--- src/rtl/mfp_ahb_sevenseg_arb.sv ---
// mfp_ahb_sevenseg_arb: two-requester seven-segment display ownership arbiter with minimum dwell.
// Optional B-overlay blink compiled in with MFP_SEVENSEG_BLINK_EN.
module mfp_ahb_sevenseg_arb #(
  parameter int HOLD_CYCLES = 25_000_000,
  parameter int CNT_W       = 25,
  parameter int BLINK_HALF  = 12_500_000
) (
  input  logic        clk,
  input  logic        resetn,
  input  logic        REQ_A,
  input  logic [7:0]  EN_A,
  input  logic [31:0] DIGITS_A,
  input  logic        REQ_B,
  input  logic [7:0]  EN_B,
  input  logic [31:0] DIGITS_B,
  output logic        GNT_A,
  output logic        GNT_B,
  output logic [7:0]  EN_OUT,
  output logic [31:0] DIGITS_OUT
);
  typedef enum logic [1:0] {IDLE, OWN_A, OWN_B} state_t;
  localparam logic [CNT_W-1:0] DWELL_MAX = CNT_W'(HOLD_CYCLES - 1);
  if (HOLD_CYCLES < 2 || BLINK_HALF < 1) begin : g_bad_cfg
    $error("mfp_ahb_sevenseg_arb: HOLD_CYCLES must be >= 2 and BLINK_HALF >= 1");
  end
  state_t            state_q, state_d;
  logic              last_b_q, last_b_d;
  logic [CNT_W-1:0]  dwell_q, dwell_d;
  logic [7:0]        en_q, en_d, b_en;
  logic [31:0]       dig_q, dig_d;
  logic              dwell_done, change;
  assign dwell_done = dwell_q == DWELL_MAX;
`ifdef MFP_SEVENSEG_BLINK_EN
  localparam logic [CNT_W-1:0] BLINK_MAX = CNT_W'(BLINK_HALF - 1);
  logic [CNT_W-1:0] blink_q, blink_d;
  logic             phase_q, phase_d, enter_b, blink_wrap;
  assign enter_b    = change && state_d == OWN_B;
  assign blink_wrap = blink_q == BLINK_MAX;
  always_comb begin
    blink_d = enter_b ? '0 : state_q == OWN_B ? (blink_wrap ? '0 : blink_q + 1'b1) : blink_q;
    phase_d = enter_b ? 1'b0 : (state_q == OWN_B && blink_wrap) ? ~phase_q : phase_q;
    b_en    = phase_d ? 8'hFF : EN_B;
  end
  always_ff @(posedge clk or negedge resetn)
    if (!resetn) begin
      blink_q <= '0;
      phase_q <= 1'b0;
    end else begin
      blink_q <= blink_d;
      phase_q <= phase_d;
    end
`else
  assign b_en = EN_B;
`endif
  // A release (owner drops request) takes priority; preemption only fires once dwell is spent.
  always_comb begin
    state_d = state_q;
    case (state_q)
      OWN_A:   state_d = (!REQ_A || (REQ_B && dwell_done)) ? (REQ_B ? OWN_B : IDLE) : OWN_A;
      OWN_B:   state_d = (!REQ_B || (REQ_A && dwell_done)) ? (REQ_A ? OWN_A : IDLE) : OWN_B;
      default: state_d = (REQ_A && (!REQ_B || last_b_q)) ? OWN_A : REQ_B ? OWN_B : IDLE;
    endcase
    change   = state_d != state_q;
    dwell_d  = change ? '0 : (state_q != IDLE && !dwell_done) ? dwell_q + 1'b1 : dwell_q;
    last_b_d = (change && state_d != IDLE) ? state_d == OWN_B : last_b_q;
    en_d     = state_d == OWN_A ? EN_A : state_d == OWN_B ? b_en : 8'hFF;
    dig_d    = state_d == OWN_A ? DIGITS_A : state_d == OWN_B ? DIGITS_B : dig_q;
  end
  always_ff @(posedge clk or negedge resetn)
    if (!resetn) begin
      state_q  <= IDLE;
      last_b_q <= 1'b1;
      dwell_q  <= '0;
      en_q     <= 8'hFF;
      dig_q    <= '0;
    end else begin
      state_q  <= state_d;
      last_b_q <= last_b_d;
      dwell_q  <= dwell_d;
      en_q     <= en_d;
      dig_q    <= dig_d;
    end
  assign GNT_A      = state_q == OWN_A;
  assign GNT_B      = state_q == OWN_B;
  assign EN_OUT     = en_q;
  assign DIGITS_OUT = dig_q;
endmodule

--- config.mk ---
export PLATFORM = sky130hd
export DESIGN_NAME = mfp_ahb_sevenseg_arb
export DESIGN_NICKNAME = d
export VERILOG_FILES = /design/src/rtl/mfp_ahb_sevenseg_arb.sv
export SDC_FILE = /design/constraint.sdc
export NUM_CORES = 1
export LEC_CHECK = 0
export ABC_AREA = 1
export BUFFER_PORTS_ARGS = -buffer_cell sky130_fd_sc_hd__buf_2
export CAP_MARGIN = 40
export CORE_MARGIN = 4
export CORE_UTILIZATION = 50
export CTS_BUF_LIST = sky130_fd_sc_hd__clkbuf_2 sky130_fd_sc_hd__clkbuf_4 sky130_fd_sc_hd__clkbuf_8
export CTS_CLUSTER_SIZE = 8
export DETAILED_ROUTE_END_ITERATION = 8
export PLACE_DENSITY = 0.8
export SETUP_SLACK_MARGIN = 0.15
export SLEW_MARGIN = 25
export SYNTH_ARGS = -nofsm -noshare
export SYNTH_HDL_FRONTEND = slang
export SYNTH_SLANG_ARGS = --single-unit
--- constraint.sdc ---
create_clock -name clk -period 2.9 [get_ports clk]
set_clock_uncertainty 0.2 [all_clocks]
set_input_delay 0.435 -clock clk [delete_from_list [all_inputs] [get_ports clk]]
set_output_delay 0.435 -clock clk [all_outputs]
set_load 0.1 [all_outputs]
==> results.json <==
{
  "drive_gt1_frac": 0.333,
  "die_height_um": 91.5,
  "rr_worst_depth": 15,
  "fp.coreArea_um2": 6790,
  "synth-seq-area-share": 0.492,
  "io_buffers": 125,
  "fin_ws_ns": 0.457,
  "max-slew-margin-rel": 0.655,
  "n_fill_cell": 575,
  "rr_endpoint": "DIGITS_OUT[10]",
  "insertedDiodeCount": 0,
  "required_ns": 2.93,
  "clk_pin_slew_ns": 0.07,
  "max_freq_ghz": 0.409,
  "die_area_um2": 8370,
  "finalHoldViolCount": 0,
  "ff2ff_setup_slack_ns": 0.46,
  "worstPathMaxFanout": 16,
  "cts_max_level": 3,
  "numCtsBuffers": 9,
  "area_delta_synth_final_pct": 31.1,
  "cts_buffer_depth": 2,
  "wl_per_cell_um": 13.5,
  "setup_tns_ns": 0,
  "worstSetupPathType": "reg -> reg",
  "grt_first_pass_wirelength_um": 14900,
  "worst_pin_slew_ns": 0.520,
  "rsz0062_at_grt": "false",
  "seqCellArea_um2": 1710,
  "synthesis.nets": 528,
  "yosysWarningCount": 0,
  "ys_seq_elements": 68,
  "clk_latency_ns": 0.34,
  "drt_iter0_markers": 155,
  "io_pins": 126,
  "post-route-period-util": 0.842,
  "r2r-start": "dwell_q[0]",
  "syn_avg_cell_area_um2": 7.97,
  "cp.arrival_ns": 2.47,
  "clock-root-buffer": "clkbuf_8",
  "cts_tree": "yes",
  "num_vias": 3369,
  "hold_depth": 3,
  "hold_class": "in -> reg",
  "cp_cell_sequence": "ha_1 > nand2_1 > nor2_2 > nand2_1 > nor2_2 > nand3_1 > nand3_1 > nand3_1 > nand2_2 > inv_1 > ha_4 > inv_2 > clkbuf_16 > nor2_1 > a21oi_1",
  "slowest_delay_ns": 0.38,
  "track_usage": 0.219,
  "grt_pass1_vias": 3373,
  "cp_common_cell": "nand3_1",
  "dr.pass1.iters": 4,
  "layout_min_cycle_time_ns": 2.44,
  "hold_end": "EN_OUT[6]",
  "status": "finished, final reports clean",
  "dp_slack_ns": 0.270,
  "whs_ns": 0.105,
  "multi_input_area_um2": 1610,
  "drc": 0,
  "maxSlewViolCount": 0,
  "final_core_util": 0.672,
  "maxCapViolations": 0,
  "gp_congestion": 0.856,
  "rows": 30,
  "dieWidth_um": 91.5,
  "viasPerCell": 5.06,
  "startpoint_type": "flop",
  "drt-total-wl_um": 8980,
  "ant_nets": 0,
  "hpwl_um": 6330,
  "crit_path_end_kind": "flop",
  "grt_max_degree": 69,
  "layout.nets": 656,
  "initial_core_util": 0.513,
  "synth_cell_types": 29,
  "hp-start": "EN_A[6]",
  "antenna_found_initial": 0,
  "syn-cell-area_um2": 3480,
  "cts.sinks": 68,
  "synth_cells": 437,
  "overflow": 0,
  "finalSetupViolations": 0,
  "slowest_stage": "dfrtp_1"
}
-- synthesized netlist by cell type --
cell type,instances,area share
a21oi_1,67,0.096
a21oi_2,1,0.0025
a31oi_1,1,0.0018
buf_1,2,0.0022
buf_6,2,0.0065
clkbuf_1,13,0.014
dfrtp_1,59,0.42
dfstp_2,9,0.068
ha_1,7,0.025
inv_1,32,0.034
inv_2,1,0.0011
nand2_1,81,0.087
nand2_2,8,0.014
nand2_4,1,0.0032
nand3_1,26,0.037
nand4_1,3,0.0054
nor2_1,74,0.080
nor2_2,7,0.013
nor2_4,2,0.0065
nor3_1,8,0.011
nor3_2,1,0.0029
nor4_1,1,0.0018
o21a_1,1,0.0022
o21ai_0,13,0.019
o21bai_1,1,0.0022
o22ai_1,1,0.0018
or2_2,1,0.0018
xnor2_1,2,0.0050
xor2_1,12,0.030
-- logic make-up after synthesis --
kind of cell,Yosys count,synth area share
AND/OR/NAND/NOR,213,0.264
AO/OA/AOI/OAI,85,0.125
flip-flops,68,0.492
buffers and inverters,50,0.0582
XOR/XNOR,14,0.0352
adder cells (fa/ha/maj),7,0.0251
-- how the worst max path moves through the flow --
stage / to / startpoint / slack [ns]
final: DIGITS_OUT[10] / dwell_q[0] / 0.46
after detailed placement: DIGITS_OUT[15] / dwell_q[0] / 0.27
after floorplan: DIGITS_OUT[0] / state_q[1] / 0.25
after global routing: DIGITS_OUT[8] / dwell_q[0] / 0.19
after CTS: DIGITS_OUT[15] / dwell_q[0] / 0.25
after global placement: DIGITS_OUT[28] / dwell_q[0] / 0.39
-- registers in the layout (all words and copies together) (netlist names) --
signal	cells
EN_OUT	8
state_q	2
last_b_q	1
dwell_q	25
DIGITS_OUT	32
-- worst max-delay path: cells and delay by family (launching register included) --
family,cells,cell delay (ns)
compound gates,1,0.05
flops,1,0.38
buf+inv,3,0.32
simple gates,9,0.91
fa+ha+maj,2,0.47
-- layer usage --
layer,global-route usage,share of wire,routed length (µm),vias to the layer above
met3,0.0737,0.083,747,13
met1,0.264,0.40,3570,1571
met4,0.0691,0.017,150,0
met5,0,0,0,-
met2,0.369,0.50,4510,121
li1,-,-,-,1664
-- cells in the final DEF, fill, tap and decap left out, drive strengths merged --
cell,n
buf,132
nand2,90
nor2,83
a21oi,68
dfrtp,59
inv,33
nand3,26
o21ai,13
xor2,12
clkbuf,12
dfstp,9
nor3,9
ha,7
nand4,3
xnor2,2
bufinv,2
clkinvlp,2
o21a,1
o21bai,1
or2,1
o22ai,1
nor4,1
a31oi,1
clkinv,1
dlygate4sd3,1
-- timing repair --
action,4_1_cts,5_1_grt
endpoints found under the hold margin,59,0
hold buffers,1,0
setup buffers,0,1
setup endpoints to repair,0,33
resized for setup,0,12
-- per-stage QoR --
stage | std cells | area, µm²
after floorplan | 437 | 3490
after global routing | 666 | 4570
after detailed placement | 647 | 4240
after CTS | 664 | 4480
after global placement | 647 | 4240
final | 666 | 4570
-- layout make-up --
| type | count | share of cell area |
|---|---|---|
| Clock buffer | 11 | 0.0332 |
| Clock inverter | 5 | 0.0184 |
| Inverter | 33 | 0.0271 |
| Multi-Input combinational cell | 319 | 0.352 |
| Sequential cell | 68 | 0.375 |
| Tap cell | 96 | 0.0263 |
| Timing Repair Buffer | 134 | 0.168 |
Power is not shown: default switching activity piles up to over one toggle a cycle in this logic, so the estimate is an artifact.
